`src/rtl/vga_timing_gen.sv`:
```
// vga_timing_gen
// Raster timing source for the display path. Walks (hpos, vpos) over the full
// H_TOTAL x V_TOTAL raster, one position per clock, and produces sync, visible,
// line/frame strobes and a frame counter. All outputs are registered from the
// same next-position values, so every output in a cycle describes the
// (hpos, vpos) shown in that cycle.
//
// Optional build macro: VGA_TIMING_PIX_CE_EN
//   defined   -> adds input pix_ce; the raster advances only on edges with
//                pix_ce=1, and line_start/frame_start last one clk after the
//                advancing edge.
//   undefined -> no pix_ce port; the raster advances on every clk.
//
// Ports:
//   clk          in   pixel clock
//   rst_n        in   synchronous active-low reset
//   pix_ce       in   pixel clock enable (only with VGA_TIMING_PIX_CE_EN)
//   hsync        out  horizontal sync, active level SYNC_POL
//   vsync        out  vertical sync, active level SYNC_POL
//   hpos         out  current column, 0..H_TOTAL-1
//   vpos         out  current line, 0..V_TOTAL-1
//   visible      out  1 inside the H_DISPLAY x V_DISPLAY region
//   line_start   out  one-clk pulse when hpos becomes 0
//   frame_start  out  one-clk pulse when (hpos, vpos) becomes (0, 0)
//   frame_count  out  frames completed, increments on entry to vertical blank

module vga_timing_gen #(
    parameter int H_DISPLAY = 640,
    parameter int H_FRONT   = 16,
    parameter int H_SYNC    = 96,
    parameter int H_BACK    = 48,
    parameter int V_DISPLAY = 480,
    parameter int V_BOTTOM  = 10,
    parameter int V_SYNC    = 2,
    parameter int V_TOP     = 33,
    parameter bit SYNC_POL  = 1'b0
) (
    input  logic       clk,
    input  logic       rst_n,
`ifdef VGA_TIMING_PIX_CE_EN
    input  logic       pix_ce,
`endif
    output logic       hsync,
    output logic       vsync,
    output logic [9:0] hpos,
    output logic [9:0] vpos,
    output logic       visible,
    output logic       line_start,
    output logic       frame_start,
    output logic [9:0] frame_count
);

    localparam int H_TOTAL = H_DISPLAY + H_FRONT + H_SYNC + H_BACK;
    localparam int V_TOTAL = V_DISPLAY + V_BOTTOM + V_SYNC + V_TOP;

    generate
        if (H_TOTAL > 1024 || V_TOTAL > 1024) begin : g_bad_params
            $error("vga_timing_gen: H_TOTAL/V_TOTAL exceed 10-bit counter range");
        end
    endgenerate

    localparam logic [9:0] H_LAST     = 10'(H_TOTAL - 1);
    localparam logic [9:0] V_LAST     = 10'(V_TOTAL - 1);
    localparam logic [9:0] H_VIS_END  = 10'(H_DISPLAY);
    localparam logic [9:0] V_VIS_END  = 10'(V_DISPLAY);
    localparam logic [9:0] HS_FIRST   = 10'(H_DISPLAY + H_FRONT);
    localparam logic [9:0] HS_LAST    = 10'(H_DISPLAY + H_FRONT + H_SYNC - 1);
    localparam logic [9:0] VS_FIRST   = 10'(V_DISPLAY + V_BOTTOM);
    localparam logic [9:0] VS_LAST    = 10'(V_DISPLAY + V_BOTTOM + V_SYNC - 1);

    logic       advance;
    logic [9:0] h_nxt;
    logic [9:0] v_nxt;

`ifdef VGA_TIMING_PIX_CE_EN
    assign advance = pix_ce;
`else
    assign advance = 1'b1;
`endif

    // Next raster position; outputs are all derived from these so they stay
    // coherent with the registered hpos/vpos.
    always_comb begin
        h_nxt = hpos;
        v_nxt = vpos;
        if (hpos == H_LAST) begin
            h_nxt = 10'd0;
            v_nxt = (vpos == V_LAST) ? 10'd0 : vpos + 10'd1;
        end else begin
            h_nxt = hpos + 10'd1;
        end
    end

    always_ff @(posedge clk) begin
        if (!rst_n) begin
            hpos        <= H_LAST;
            vpos        <= V_LAST;
            visible     <= 1'b0;
            hsync       <= ~SYNC_POL;
            vsync       <= ~SYNC_POL;
            line_start  <= 1'b0;
            frame_start <= 1'b0;
            frame_count <= 10'd0;
        end else begin
            // Strobes are one clk wide regardless of how long pix_ce stays low.
            line_start  <= advance && (h_nxt == 10'd0);
            frame_start <= advance && (h_nxt == 10'd0) && (v_nxt == 10'd0);
            if (advance) begin
                hpos    <= h_nxt;
                vpos    <= v_nxt;
                visible <= (h_nxt < H_VIS_END) && (v_nxt < V_VIS_END);
                hsync   <= ((h_nxt >= HS_FIRST) && (h_nxt <= HS_LAST)) ? SYNC_POL : ~SYNC_POL;
                vsync   <= ((v_nxt >= VS_FIRST) && (v_nxt <= VS_LAST)) ? SYNC_POL : ~SYNC_POL;
                if ((h_nxt == 10'd0) && (v_nxt == V_VIS_END)) begin
                    frame_count <= frame_count + 10'd1;
                end
            end
        end
    end

endmodule

```
`config.mk`:
```
export PLATFORM = sky130hd
export DESIGN_NAME = vga_timing_gen
export DESIGN_NICKNAME = d
export VERILOG_FILES = /design/src/rtl/vga_timing_gen.sv
export SDC_FILE = /design/constraint.sdc
export NUM_CORES = 1
export LEC_CHECK = 0
export CORE_ASPECT_RATIO = 0.5
export CORE_MARGIN = 2
export CORE_UTILIZATION = 55
export DETAILED_ROUTE_END_ITERATION = 8
export HOLD_SLACK_MARGIN = 0.12
export PLACE_DENSITY = 0.88
export SYNTH_ARGS = -nofsm -noshare
export SYNTH_HDL_FRONTEND = slang
export SYNTH_SLANG_ARGS = --single-unit
export TNS_END_PERCENT = 30
```
`constraint.sdc`:
```
create_clock -name clk -period 4.9 [get_ports clk]
set_clock_uncertainty 0.2 [all_clocks]
set_input_delay 0.735 -clock clk [delete_from_list [all_inputs] [get_ports clk]]
set_output_delay 0.735 -clock clk [all_outputs]
set_load 0.01 [all_outputs]
```
Word-level counts from Yosys, hierarchy flattened
Cells that the tools add are included.
- register bits: 35
- word-level logic and storage cells: 32
- bits of input ports: 2
- reduce and logical (&&, ||, !) cells: 7
- equal/unequal tests: 3
- add/sub/neg operators: 3
- magnitude comparators: 6
- multiplexer cells: 5
- operator list (cell ; count):
    10-bit by 1-bit adder with 10-bit output (second input constant) ; 3
    10-bit two-way mux ; 3
    10-bit equality test (second input constant) ; 2
    10-bit logical NOT ; 2
    10-bit by 9-bit equality test with 1-bit output (second input constant) ; 1
    10-bit greater-or-equal comparator (second input constant) ; 1
    10-bit by 9-bit greater-or-equal comparator with 1-bit output (second input constant) ; 1
    10-bit less-or-equal comparator (second input constant) ; 1
    10-bit by 9-bit less-or-equal comparator with 1-bit output (second input constant) ; 1
    10-bit < comparator (second input constant) ; 1
    10-bit by 9-bit < comparator with 1-bit output (second input constant) ; 1
    1-bit logical AND ; 5
    1-bit two-way mux ; 2

Depth between registers and ports, before layout
- depth in word-level cells: 6
- gate-level depth with buffers: 10

Worst setup path after synthesis
No wires, ideal clock.
- path kind: register -> register
- from: register hpos[8]
- to: register frame_count[5]
- period minus slack after synthesis: 3.164 ns
- data arrival time: 2.892 ns
- data required time: 4.628 ns
- path buffers: 2
- setup slack: 1.736 ns
- cell stages (with the launch flop): 10
- setup time: 0.072 ns
- path through: dfxtp_1 -> buf_4 -> or3b_4 -> or3_1 -> clkbuf_1 -> nor4_1 -> xnor2_1 -> nand3_4 -> or4_1 -> a21oi_1
- cells in the longest elaborated chain, start to end: 4
- elaborated cells between the ends (all ways): 7
- those cells by class: add/sub (1); eq/ne (2); mux (2); reduce/logical (2)
- RTL lines (what ; RTL line ; RTL):
    start, declared ; 45 ; output logic [9:0] hpos,
    start signal, assigned ; 109 ; hpos <= h_nxt;
    10-bit by 1-bit adder with 10-bit output or 10-bit equality test (tied branches) ; 90, 86 ;
    10-bit two-way mux ; 86 ; if (hpos == H_LAST) begin
    10-bit logical NOT or 10-bit by 9-bit equality test with 1-bit output (tied branches) ; 114 ; if ((h_nxt == 10'd0) && (v_nxt == V_VIS_END)) begin
    1-bit logical AND * ; 114 ;
    end signal, assigned ; 115 ; frame_count <= frame_count + 10'd1;
    end, declared ; 50 ; output logic [9:0] frame_count
Mark *: on every way between the ends. The rest lies on a longest branch, timed or not.
A chain may end at the register's enable or synchronous reset.

Worst setup path in the final report
- from: register hpos[0]
- to: register frame_count[6]
The elaborated chain is that of the path after synthesis.

==> summary.md <==
| Metric | Value |
|---|---|
| Detailed Place HPWL | 3340 µm |
| Yosys cell types | 48 |
| Status | completed |
| H-tree levels | 2 |
| Pre-CTS setup slack | 1420 ps |
| Count of flip-flops with a built-in enable after synthesis | 0 |
| CTS tree | built |
| Via-per-instance ratio | just over 6 |
| Tot GR Track Use | 0.254 |
| Relative slew slack | 0.563 |
| Filler cells | 264 |
| Wirelength, routed | 4840 µm |
| Clock sink total | 35 |
| Area Overhead vs Synth | 24.3% |
| Min-Delay Path Class | flop to flop |
| Commonest cells post-synth | 35 x dfxtp_1, 20 x nor2_1, 18 x nand2_1, 12 x a21oi_1, 11 x nand3_1 |
| Clock root buffer | clkbuf_8 |
| DRC | 0 |
| Slowest cell on crit path | nor3_1 |
| Syn avg cell area | 8.35 µm² |
| Critical path class | flop to flop |
| Total die area | 4040 µm² |
| Initial antenna violation count | 0 |
| Logic pwr share | 0.434 |
| Unrepaired setup endpoints after global routing | no |
| Worst-skew pair later-pin latency | 290 ps |
| Cell area after synthesis | 1940 µm² |
| Core area | 3400 µm² |
| Final setup fails | 0 |
| Sw power | 0.000452 W |
| Peak VDD IR | approximately 0.36 mV |
| Largest net degree at the start of global routing | 20 |
| Total CTS buffers | 5 |
| Diodes inserted | 0 |
| P_leak | 0.815 nW |
| Crit-path max cell delay | between 500 and 600 ps |
| Synth area leaders | dfxtp_1 36%, xnor2_1 4.5%, nor2_1 3.9%, or4_1 3.9%, nand2_1 3.5% |
| Pwr dens | 469 nW/µm² |
| WL/cell | 15.3 µm |
| Max Transition Viols Final | 0 |
| Clk pwr share | 0.204 |
| First-pass GRT wire length | 7840 µm |
| Synth Instances | 232 |
| Row count | 15 |
| Tmin final | 3590 ps |
| CP endpoint kind | flop |
| MaxCap Viol Count | 0 |
| Post-CTS Resized | 0 |
| Fin crit share | 0.733 |
| CP cell instances | ha_1 > nand4_1 > nor3_1 > buf_4 > o211a_1 > o22ai_1 > or3_1 > or4_1 > a21oi_1 |
| Die width | between 80 and 90 µm |
| Post-synth ARST share | 0 |
| Switch share | 0.400 |
| Port Buffers | 36 |
| Seq pwr share | 0.363 |
| Yosys top cell by area | dfxtp_1 |
| Synth top area share | 0.362 |
| Ys Warns | 0 |
| Final hold vios | 0 |
| Initial core utilization | 0.571 |
| Synthesized Nets | 239 |
| DR vias | 1,913 |
| Cell internal pwr | 0.000678 W |
| Most common cell in the netlist | dfxtp_1 |
| Slew @ Worst Pin | 650 ps |
| Final ANT Viol Nets | 0 |
| Seq cells post-synth | 35 |
| Required time worst endpoint | 4900 ps |
| PnR worst setup slack | 1310 ps |
| Max frequency | around 0.28 GHz |
| Max Fanout on Critical Path | 12 |
| Critical Path AT | 3600 ps |
| Vias in the first global route | between 1,500 and 2,000 |
| Clock buffer depth | 2 |
| 1st-iter DRT viols | 158 |
| Pre-antenna DRT Iters | 4 |
| GPL Wtd Cong | 0.903 |
| Most used DFF post-synth | dfxtp_1 |
| Post-CTS setup buffer count | 0 |
| Clock-pin transition on the worst setup and hold timing paths | 70 ps |
| Final global-route overflow total | 0 |
| Fin nets | 270 |
| Die Height | 46.0 µm |
| Setup TNS | 0 ps |
| CTS Hold Bufs | 0 |
| Layout cells sized above 1 | 0.0606 |
| Seq/Total Area, Yosys | 0.362 |
| Crit start category | flop |
| IO Count | 37 |
-- through the flow --
step	cell area [µm²]	utilization	cells	total power [W]	hold WS [ps]
floorplan	1940	-	232	0.000733	296
global placement	2310	0.680	307	0.000872	264
global route	2410	0.709	315	0.00120	321
finish	2410	0.709	315	0.00113	290
CTS	2410	0.709	315	0.00112	296
detailed placement	2310	0.680	307	0.000885	286
-- cell families (layout without fill, tap and decap cells) --
group | after synthesis | count (layout) | synth area share
simple gates | 109 | 109 | 0.321
compound gates | 46 | 46 | 0.164
flops | 35 | 35 | 0.362
buf+inv | 21 | 53 | 0.0471
xor+xnor | 13 | 13 | 0.0587
fa+ha+maj | 5 | 5 | 0.0323
mux | 3 | 3 | 0.0155
-- cells in the final DEF, fill, tap and decap left out, types with 4 or more instances in the layout --
cell / netlist / routed
clkdlybuf4s50_1: 0 / 36
dfxtp_1: 35 / 35
nor2_1: 20 / 20
nand2_1: 18 / 18
a21oi_1: 12 / 12
nand3_1: 11 / 11
xnor2_1: 10 / 10
or4_1: 10 / 10
o31ai_1: 9 / 9
o21ai_0: 9 / 9
nor3_1: 8 / 8
inv_1: 7 / 7
nand4_1: 7 / 7
clkbuf_8: 0 / 7
or3_1: 5 / 5
ha_1: 5 / 5
and2_1: 4 / 4
nor4_1: 4 / 4
and3_1: 4 / 4
-- registers in the layout (all words and copies together), names as in the netlist --
signal / count
frame_count: 10
hpos: 10
vpos: 10
frame_start: 1
hsync: 1
line_start: 1
visible: 1
vsync: 1
-- worst paths after layout --
kind	endpoint	cells past startpoint	slack [ps]	startpoint
setup / recovery	frame_count[6]	9	1310	hpos[0]
setup reg to reg	frame_count[6]	9	1310	hpos[0]
hold reg to reg	frame_count[7]	2	290	frame_count[7]
hold / removal	frame_count[7]	2	290	frame_count[7]
-- critical path, delay by kind of cell, from the launching register on --
family	cells	cell delay, ps
flops	1	400
simple gates	4	1880
compound gates	3	450
fa+ha+maj	1	290
buf+inv	1	270
-- final cells by class --
class | count | area [µm²] | area share
clock buffers | 8 | 100 | 0.0416
inverters | 8 | 30.0 | 0.0125
multi-input cells | 176 | 1150 | 0.476
flip-flops and latches | 35 | 701 | 0.291
well taps | 51 | 63.8 | 0.0265
repair buffers | 37 | 368 | 0.153
-- layer usage --
metal	part of all wire	GRT usage	vias up
met5	0	0	-
met4	0.013	0.111	0
met3	0.069	0.0652	9
met2	0.46	0.411	90
met1	0.45	0.327	891
li1	-	-	923
-- power groups by stage --
stage	clock network [W]	registers, W	logic [W]
after global placement	0	0.000409	0.000463
after CTS	0.000232	0.000407	0.000482
after floorplan	0	0.000395	0.000337
after global routing	0.000246	0.000419	0.000534
after detailed placement	0	0.000412	0.000473
final	0.000230	0.000410	0.000490
Power figures use the tool's default switching activity.
